===== src/rtl/matrix_mult_pkg.sv =====
// Shared definitions for the matrix-multiply accelerator tile.
//   mmState_e     : sequencing FSM states (IDLE, LOAD, COMPUTE, DONE)
//   minInputCount : shortest COMPUTE phase that still lets the last skewed
//                   operand pair reach the bottom-right PE (3N-1 steps)
package matrix_mult_pkg;

  typedef enum logic [1:0] {
    IDLE    = 2'd0,
    LOAD    = 2'd1,
    COMPUTE = 2'd2,
    DONE    = 2'd3
  } mmState_e;

  function automatic int minInputCount(input int matrixSize);
    return 3 * matrixSize - 1;
  endfunction

endpackage


===== src/rtl/systolic_pe.sv =====
// One processing element of the output-stationary systolic array.
// Ports:
//   clk, reset     : clock, synchronous active-high reset
//   clear          : zero the accumulator and operand pipeline registers
//   en             : perform one multiply-accumulate step
//   a_in / a_out   : A operand from the left, forwarded one cycle later to the right
//   b_in / b_out   : B operand from above, forwarded one cycle later downward
//   acc            : running sum of a_in*b_in, wrapping modulo 2^DATA_SIZE
module systolic_pe #(
  parameter int DATA_SIZE = 8
) (
  input  logic                 clk,
  input  logic                 reset,
  input  logic                 clear,
  input  logic                 en,
  input  logic [DATA_SIZE-1:0] a_in,
  input  logic [DATA_SIZE-1:0] b_in,
  output logic [DATA_SIZE-1:0] a_out,
  output logic [DATA_SIZE-1:0] b_out,
  output logic [DATA_SIZE-1:0] acc
);

  logic [DATA_SIZE-1:0] acc_q;
  logic [DATA_SIZE-1:0] aPipe_q;
  logic [DATA_SIZE-1:0] bPipe_q;
  logic [DATA_SIZE-1:0] product;

  // The product is evaluated at DATA_SIZE width, so the upper half of the
  // full product is discarded before it is added to the accumulator.
  assign product = a_in * b_in;

  // Accumulate and forward operands only while enabled; otherwise hold.
  always_ff @(posedge clk) begin
    if (reset || clear) begin
      acc_q   <= '0;
      aPipe_q <= '0;
      bPipe_q <= '0;
    end else if (en) begin
      acc_q   <= acc_q + product;
      aPipe_q <= a_in;
      bPipe_q <= b_in;
    end
  end

  assign a_out = aPipe_q;
  assign b_out = bPipe_q;
  assign acc   = acc_q;

endmodule


===== src/rtl/matrix_multiply_controller.sv =====
// Matrix-multiply accelerator tile: C = A x B on an N x N systolic array.
// Ports:
//   clk        : system clock
//   reset      : synchronous active-high reset, aborts any run in progress
//   start      : launches a run when sampled high in IDLE or DONE
//   done       : high while the FSM sits in DONE
//   in_store_a : matrix A [row][col], captured on the launching edge
//   in_store_b : matrix B [row][col], captured on the launching edge
//   out_matrix : result, C[i][j] at index i*N+j, held until the next result
module matrix_multiply_controller
  import matrix_mult_pkg::*;
#(
  parameter int MATRIX_SIZE = 3,
  parameter int DATA_SIZE   = 8,
  parameter int INPUT_COUNT = MATRIX_SIZE * MATRIX_SIZE
) (
  input  logic                 clk,
  input  logic                 reset,
  input  logic                 start,
  output logic                 done,
  input  logic [DATA_SIZE-1:0] in_store_a [MATRIX_SIZE][MATRIX_SIZE],
  input  logic [DATA_SIZE-1:0] in_store_b [MATRIX_SIZE][MATRIX_SIZE],
  output logic [DATA_SIZE-1:0] out_matrix [MATRIX_SIZE*MATRIX_SIZE]
);

  localparam int CountWidth = (INPUT_COUNT > 1) ? $clog2(INPUT_COUNT) : 1;
  localparam int IdxW       = (MATRIX_SIZE > 1) ? $clog2(MATRIX_SIZE) : 1;
  localparam logic [CountWidth-1:0] LastCount = CountWidth'(INPUT_COUNT - 1);
  localparam logic [CountWidth-1:0] SizeCount = CountWidth'(MATRIX_SIZE);

  if (INPUT_COUNT < minInputCount(MATRIX_SIZE)) begin : gBadInputCount
    $error("INPUT_COUNT too small for the operand skew of this MATRIX_SIZE");
  end

  mmState_e              state_q, state_d;
  logic [CountWidth-1:0] count_q, count_d;
  logic                  captureInputs;
  logic                  loadResult;
  logic                  clearPe;
  logic                  enPe;

  logic [DATA_SIZE-1:0] matA_q      [MATRIX_SIZE][MATRIX_SIZE];
  logic [DATA_SIZE-1:0] matB_q      [MATRIX_SIZE][MATRIX_SIZE];
  logic [DATA_SIZE-1:0] outMatrix_q [MATRIX_SIZE*MATRIX_SIZE];

  logic [DATA_SIZE-1:0] aFeed       [MATRIX_SIZE];
  logic [DATA_SIZE-1:0] bFeed       [MATRIX_SIZE];
  logic [DATA_SIZE-1:0] aIn         [MATRIX_SIZE][MATRIX_SIZE];
  logic [DATA_SIZE-1:0] bIn         [MATRIX_SIZE][MATRIX_SIZE];
  logic [DATA_SIZE-1:0] accArr      [MATRIX_SIZE][MATRIX_SIZE];
  logic [DATA_SIZE-1:0] accFlat     [MATRIX_SIZE*MATRIX_SIZE];
  logic [DATA_SIZE-1:0] unusedAOut  [MATRIX_SIZE];
  logic [DATA_SIZE-1:0] unusedBOut  [MATRIX_SIZE];

  // Next-state logic. The counter doubles as the feeder time step t, and the
  // result is latched on the final COMPUTE edge, after the last nonzero
  // product has already landed in the bottom-right PE.
  always_comb begin
    state_d       = state_q;
    count_d       = count_q;
    captureInputs = 1'b0;
    loadResult    = 1'b0;
    clearPe       = 1'b0;
    enPe          = 1'b0;
    case (state_q)
      IDLE, DONE: begin
        if (start) begin
          state_d       = LOAD;
          captureInputs = 1'b1;
        end
      end
      LOAD: begin
        clearPe = 1'b1;
        count_d = '0;
        state_d = COMPUTE;
      end
      COMPUTE: begin
        enPe = 1'b1;
        if (count_q == LastCount) begin
          state_d    = DONE;
          loadResult = 1'b1;
          count_d    = '0;
        end else begin
          count_d = count_q + CountWidth'(1);
        end
      end
      default: state_d = IDLE;
    endcase
  end

  // State, counter, operand copies and result register.
  always_ff @(posedge clk) begin
    if (reset) begin
      state_q     <= IDLE;
      count_q     <= '0;
      matA_q      <= '{default: '0};
      matB_q      <= '{default: '0};
      outMatrix_q <= '{default: '0};
    end else begin
      state_q <= state_d;
      count_q <= count_d;
      if (captureInputs) begin
        matA_q <= in_store_a;
        matB_q <= in_store_b;
      end
      if (loadResult) begin
        outMatrix_q <= accFlat;
      end
    end
  end

  // Skewed feeders: row i of A is delayed by i steps and column j of B by
  // j steps, so matching A[i][k] and B[k][j] meet inside PE(i,j).
  for (genvar f = 0; f < MATRIX_SIZE; f++) begin : gFeed
    logic [CountWidth-1:0] offset;
    logic                  inWindow;
    assign offset   = count_q - CountWidth'(f);
    assign inWindow = (count_q >= CountWidth'(f)) && (offset < SizeCount);
    assign aFeed[f] = inWindow ? matA_q[f][offset[IdxW-1:0]] : '0;
    assign bFeed[f] = inWindow ? matB_q[offset[IdxW-1:0]][f] : '0;
  end

  // PE grid: A flows right along rows, B flows down along columns. Operands
  // leaving the right and bottom edges have no consumer.
  for (genvar i = 0; i < MATRIX_SIZE; i++) begin : gRow
    assign aIn[i][0] = aFeed[i];
    assign bIn[0][i] = bFeed[i];
    for (genvar j = 0; j < MATRIX_SIZE; j++) begin : gCol
      logic [DATA_SIZE-1:0] aOutW;
      logic [DATA_SIZE-1:0] bOutW;

      systolic_pe #(.DATA_SIZE(DATA_SIZE)) uPe (
        .clk   (clk),
        .reset (reset),
        .clear (clearPe),
        .en    (enPe),
        .a_in  (aIn[i][j]),
        .b_in  (bIn[i][j]),
        .a_out (aOutW),
        .b_out (bOutW),
        .acc   (accArr[i][j])
      );

      if (j < MATRIX_SIZE - 1) begin : gPassA
        assign aIn[i][j+1] = aOutW;
      end else begin : gEdgeA
        assign unusedAOut[i] = aOutW;
      end

      if (i < MATRIX_SIZE - 1) begin : gPassB
        assign bIn[i+1][j] = bOutW;
      end else begin : gEdgeB
        assign unusedBOut[j] = bOutW;
      end

      assign accFlat[i*MATRIX_SIZE+j] = accArr[i][j];
    end
  end

  assign done       = (state_q == DONE);
  assign out_matrix = outMatrix_q;

endmodule


===== config.mk =====
export PLATFORM = sky130hd
export DESIGN_NAME = matrix_multiply_controller
export DESIGN_NICKNAME = d
export VERILOG_FILES = /design/src/rtl/matrix_mult_pkg.sv /design/src/rtl/systolic_pe.sv /design/src/rtl/matrix_multiply_controller.sv
export SDC_FILE = /design/constraint.sdc
export NUM_CORES = 1
export LEC_CHECK = 0
export ABC_AREA = 1
export BUFFER_PORTS_ARGS = -buffer_cell sky130_fd_sc_hd__buf_4
export CAP_MARGIN = 20
export CORE_MARGIN = 2
export CORE_UTILIZATION = 59
export CTS_BUF_LIST = sky130_fd_sc_hd__clkbuf_4 sky130_fd_sc_hd__clkbuf_8
export CTS_CLUSTER_SIZE = 14
export DETAILED_ROUTE_END_ITERATION = 12
export PLACE_DENSITY = 0.79
export SYNTH_ARGS = -nofsm -noshare
export SYNTH_HDL_FRONTEND = slang
export SYNTH_HIERARCHICAL = 1
export SYNTH_SLANG_ARGS = --single-unit

===== constraint.sdc =====
create_clock -name clk -period 6.6 [get_ports clk]
set_input_delay 0.33 -clock clk [delete_from_list [all_inputs] [get_ports clk]]
set_output_delay 0.33 -clock clk [all_outputs]
set_load 0.02 [all_outputs]

After elaboration in Yosys (flattened, before gate mapping)
Index checks and enable logic that the tools add are counted.
{ "totals": {"ff_bits": 390, "latchBits": 0, "ramBits": 0, "rom_bits": 0, "input_bits": 147, "out_inout_bits": 73, "elab_cells": 132, "mem_count": 0} }
{ "op_classes": {"addsub": 12, "mul": 9, "div_mod_pow": 0, "order_cmp": 9, "eq_ne": 6, "shifts": 0, "muxes": 35, "n_bitwise": 3, "reduce_logical": 8} }
{ "ops": {"columns": ["op", "n"], "rows": [
  ["24-bit binary-select mux with 2-bit select", 3],
  ["8-bit two-way mux", 14],
  ["8-bit adder", 9],
  ["8-bit by 8-bit multiplier with 8-bit output", 9],
  ["8-bit binary-select mux with 2-bit select", 3],
  ["24-bit two-way mux", 2],
  ["16-bit two-way mux", 2],
  ["4-bit by 2-bit less-than comparator with 1-bit output, second input constant", 3],
  ["3-bit greater-or-equal comparator, second input constant", 3],
  ["2-bit NOT with 3-bit output", 3],
  ["4-bit by 1-bit greater-or-equal comparator with 1-bit output, second input constant", 2],
  ["4-bit case mux with 2 select lines", 1],
  ["1-bit two-way mux", 6],
  ["2-bit case mux with 3 select lines", 1],
  ["4-bit by 1-bit adder with 4-bit output, second input constant", 1],
  ["2-bit == test, second input constant", 2],
  ["4-bit == test, second input constant", 1],
  ["4-bit by 2-bit greater-or-equal comparator with 1-bit output, second input constant", 1],
  ["2-bit two-way mux", 2],
  ["4-bit two-way mux", 1],
  ["2-bit != test, second input constant", 2],
  ["4-bit by 1-bit subtractor with 4-bit output, second input constant", 1],
  ["4-bit by 2-bit subtractor with 4-bit output, second input constant", 1],
  ["1-bit logical AND", 3],
  ["other kinds (6)", 6]
]} }

Logic depth before layout (Yosys ltp)
{ "depth": {"ltp_word": 8, "mapped_depth": 32, "ltp_nobuf": 29} }

Hierarchy
The synthesis kept the hierarchy.
{ "modules_own_cells": {"columns": ["module", "n_inst", "cells_each", "area_each_um2", "seq_area_each_um2"], "rows": [
  ["matrix_multiply_controller", 1, 1240, 9056.2, 4444.3],
  ["systolic_pe (gRow[0].gCol[0].uPe ...)", 4, 292, 2070.7, 480.5],
  ["systolic_pe (gRow[2].gCol[0].uPe ...)", 2, 300, 2119.5, 480.5],
  ["systolic_pe (gRow[1].gCol[1].uPe ...)", 2, 283, 2050.7, 480.5],
  ["systolic_pe (gRow[2].gCol[2].uPe)", 1, 305, 2119.5, 480.5]
]} }

Least setup slack after synthesis
OpenSTA, ideal clock, no wires.
{ "synth_path": {"kind": "register -> register", "startpoint": "reg count_q[0]", "endpoint": "reg gRow[1].gCol[0].uPe.acc_q[7]", "setup_ns": 0.109, "arrival_time_ns": 5.227, "t_required_ns": 6.491, "slack_ns": 1.264, "stages_incl_launch_ff": 31, "path_buffers": 4, "period_less_slack_ns": 5.336, "path_cell_list": "dfxtp_1 inv_1 buf_2 buf_2 ha_1 clkbuf_2 nor2_2 buf_2 a22oi_1 nor2_1 nand2_1 fa_1 inv_1 fa_1 inv_1 fa_1 fa_1 inv_1 ha_1 nand2_1 nand2_1 nor2_1 nand2_1 nand2_1 nand3_1 nand2_2 inv_2 nand2_1 nand3_1 nand2_1 inv_1"} }
{ "synth_rtl": {"columns": ["item", "line", "rtl"], "rows": [
  ["start: declaration", "matrix_multiply_controller.sv:36", "logic [CountWidth-1:0] count_q, count_d;"],
  ["start signal: assignment", "matrix_multiply_controller.sv:101", "count_q <= count_d;"],
  ["end signal: assignment", "systolic_pe.sv:39", "acc_q <= acc_q + product;"],
  ["end: declaration", "systolic_pe.sv:23", "logic [DATA_SIZE-1:0] acc_q;"]
]} }

==> flow_summary.toml <==
[outcome]
status = "completed"

[timing]
post-route-period-util_pct = 86.55
tightest_slew_ps = 931.1
drv_slew = 0
finalHoldViolCount = 0
setup_viol = 0
relSlewSlack_pct = 37.93
clock_skew_ps = 34.73
fin_ws_ps = 887.9
max_freq_mhz = 175.1
fin_setup_tns_ps = 0
rsz0062_at_grt = "false"
fin_crit_ps = 5712
hold_ws_ps = 46.88

[grt]
grt_usage_pct = 30.55
antenna_found_initial = 0
grt_first_pass_wirelength_um = 115400
grt_pass1_vias = 23320
grt_max_degree = 147
gr-total-overflow = 0

[synth]
netlist_instances = 3686
synth.cell_area_mm2 = 0.02623
postSynthAreaPerCell_um2 = 7.117
syn_nets = 4160
yosys_warnings = 6

[worst_setup_path]
slowest_stage = "fa_1"
r2r_cells = 26
critPathLaunch = "count_q[1]$_SDFFE_PP0P_"
cp_max_fo = 10
endpoint_kind = "flop"
cp-start-kind = "flop"
crit_end = "gRow[0].gCol[1].uPe/acc[7]$_SDFFE_PP0P_"
critPathKind = "reg -> reg"
crit_cells = 26
crit_arrival_ps = 6220
r2r_start = "count_q[1]$_SDFFE_PP0P_"
required_ps = 7110
cp.buffers_inverters = 7
crit_family = "adder cells"
regToRegSetupSlack_ps = 890
slowest_delay_ps = 550
reg2reg_to = "gRow[0].gCol[1].uPe/acc[7]$_SDFFE_PP0P_"

[worst_hold_path]
hp-class = "in -> reg"

[power_and_ir_drop]
p_comb_share_pct = 35.1
total_power_mw = 8.470
internal_power_mw = 5.178
p_leak_nw = 15.03
power_frac_clock_pct = 28.7
seqPwrFrac_pct = 36.2
switchingPower_mw = 3.292
powerDensity_mw_per_mm2 = 277.7
ir_worst_vdd_mv = 0.1909
switching_share_pct = 38.87

[floorplan]
fp.dieW_um = 214.9
die_area_mm2 = 0.04617
start_util_pct = 59.58
core_mm2 = 0.04403
num_io_pins = 220
die_y_um = 214.9
num_rows = 77

[flow_run]
drv_cap = 0

[clocking]
clock_path_buffers = 3
ctsHoldBuffers = 131
numCtsBuffers = 68
cts_root_buf = "clkbuf_8"
insertion_delay_ps = 650
ctsResizeCount = 0
cts_tree = "built"
postCtsSetupRepairBufs = 0
htree_levels = 3
clk_pin_slew_ps = 60
cts_sinks = 390

[final_layout]
layout-drive-gt1-share_pct = 11.95
postLayoutCoreUtil_pct = 69.28
seq_area_mm2 = 0.007809
nets = 4398
fin_cells = 4566
antennaDiodeCount = 0
finalInstanceArea_mm2 = 0.03050
multi_input_area_mm2 = 0.01505
nFillCells = 3638
syn_to_final_growth_pct = 16.28

[detailed_routing]
vias_per_cell = 5.223
via_count = 23850
drc = 0
avgRoutedWirePerCell_um = 15.28
drt_first_pass_iters = 7
drtIter0Drc = 1826
antenna_violating_nets_post_route = 0
wirelength_um = 69770

[place]
place_inst = 4314
hpwl_um = 48210
post-place-ws_ps = 892.6
io_buffer_count = 219
dpl_cell_area_mm2 = 0.02768
gp_congestion = 0.8893
-- power groups by stage --
stage | Clock (mW) | Combinational (mW) | Sequential [mW]
after floorplan | 0 | 2.24 | 2.99
after detailed placement | 0 | 2.84 | 3.10
after global placement | 0 | 2.77 | 3.09
after global routing | 2.57 | 3.37 | 3.10
after CTS | 2.46 | 2.92 | 3.05
final | 2.43 | 2.98 | 3.06
-- metal layers --
layer | GRT usage [%] | vias to the layer above | share of wire (%)
met5 | 0 | - | 0
met2 | 52.17 | 820 | 48
met4 | 14.58 | 0 | 4.6
met1 | 37.93 | 11056 | 42
met3 | 4.614 | 226 | 6.2
li1 | - | 11748 | -
-- worst min path at each step --
| stage | from | end | cells past startpoint |
|---|---|---|---|
| after detailed placement | matB_q[55]$_SDFFE_PP0P_ | matB_q[55]$_SDFFE_PP0P_ | 2 |
| after global placement | matA_q[32]$_SDFFE_PP0P_ | matA_q[32]$_SDFFE_PP0P_ | 2 |
| after global routing | in_store_a[12] | matA_q[12]$_SDFFE_PP0P_ | 3 |
| final | in_store_b[11] | matB_q[11]$_SDFFE_PP0P_ | 3 |
| after CTS | in_store_a[66] | matA_q[66]$_SDFFE_PP0P_ | 3 |
| after floorplan | matB_q[33]$_SDFFE_PP0P_ | matB_q[33]$_SDFFE_PP0P_ | 2 |
-- sequential cells by signal, indices dropped and copies added (netlist names) --
register,flops
gRow.gCol.uPe/acc,72
count_q,4
gRow.gCol.uPe/b_out,48
matB_q,72
out_matrix,72
state_q,2
gRow.gCol.uPe/a_out,48
matA_q,72
-- cell type report --
class                   count  area share (%)
clock buffers             106           4.352
clock inverters            14          0.5250
inverters                 613           7.555
multi-input cells        2483           49.34
flip-flops and latches    390           25.60
well taps                 592           2.428
repair buffers            368           10.20
-- layout by cell type (no fill, tap or decap), types with 3 or more instances in the layout --
master         count
xnor2_2            4
inv_1            581
fa_1             162
dfxtp_1          389
nand3_2            6
nand3b_1           5
a21oi_1          282
clkinv_2          10
or2_2              4
inv_2             17
nand3_1           97
dlygate4sd3_1    131
o21ai_1           17
nand2_2           73
clkbuf_8          85
clkinv_1          12
nand4_1            9
o21ai_0          208
xor2_1            19
or2_1              3
buf_4            236
clkbuf_4          21
ha_1             164
a22oi_1           32
nor2_1           337
a211oi_1          21
nand2_1          998
xnor2_1           31
bufinv_16          3
-- worst register-to-register path: cells and delay by family, from the launching register on --
family / cells / cell delay [ps]
flip-flops: 1 / 310
buffers and inverters: 7 / 670
AND/OR/NAND/NOR: 11 / 1740
adder cells (fa/ha/maj): 6 / 2680
AO/OA/AOI/OAI: 2 / 170
Power figures use the tool's default switching activity.
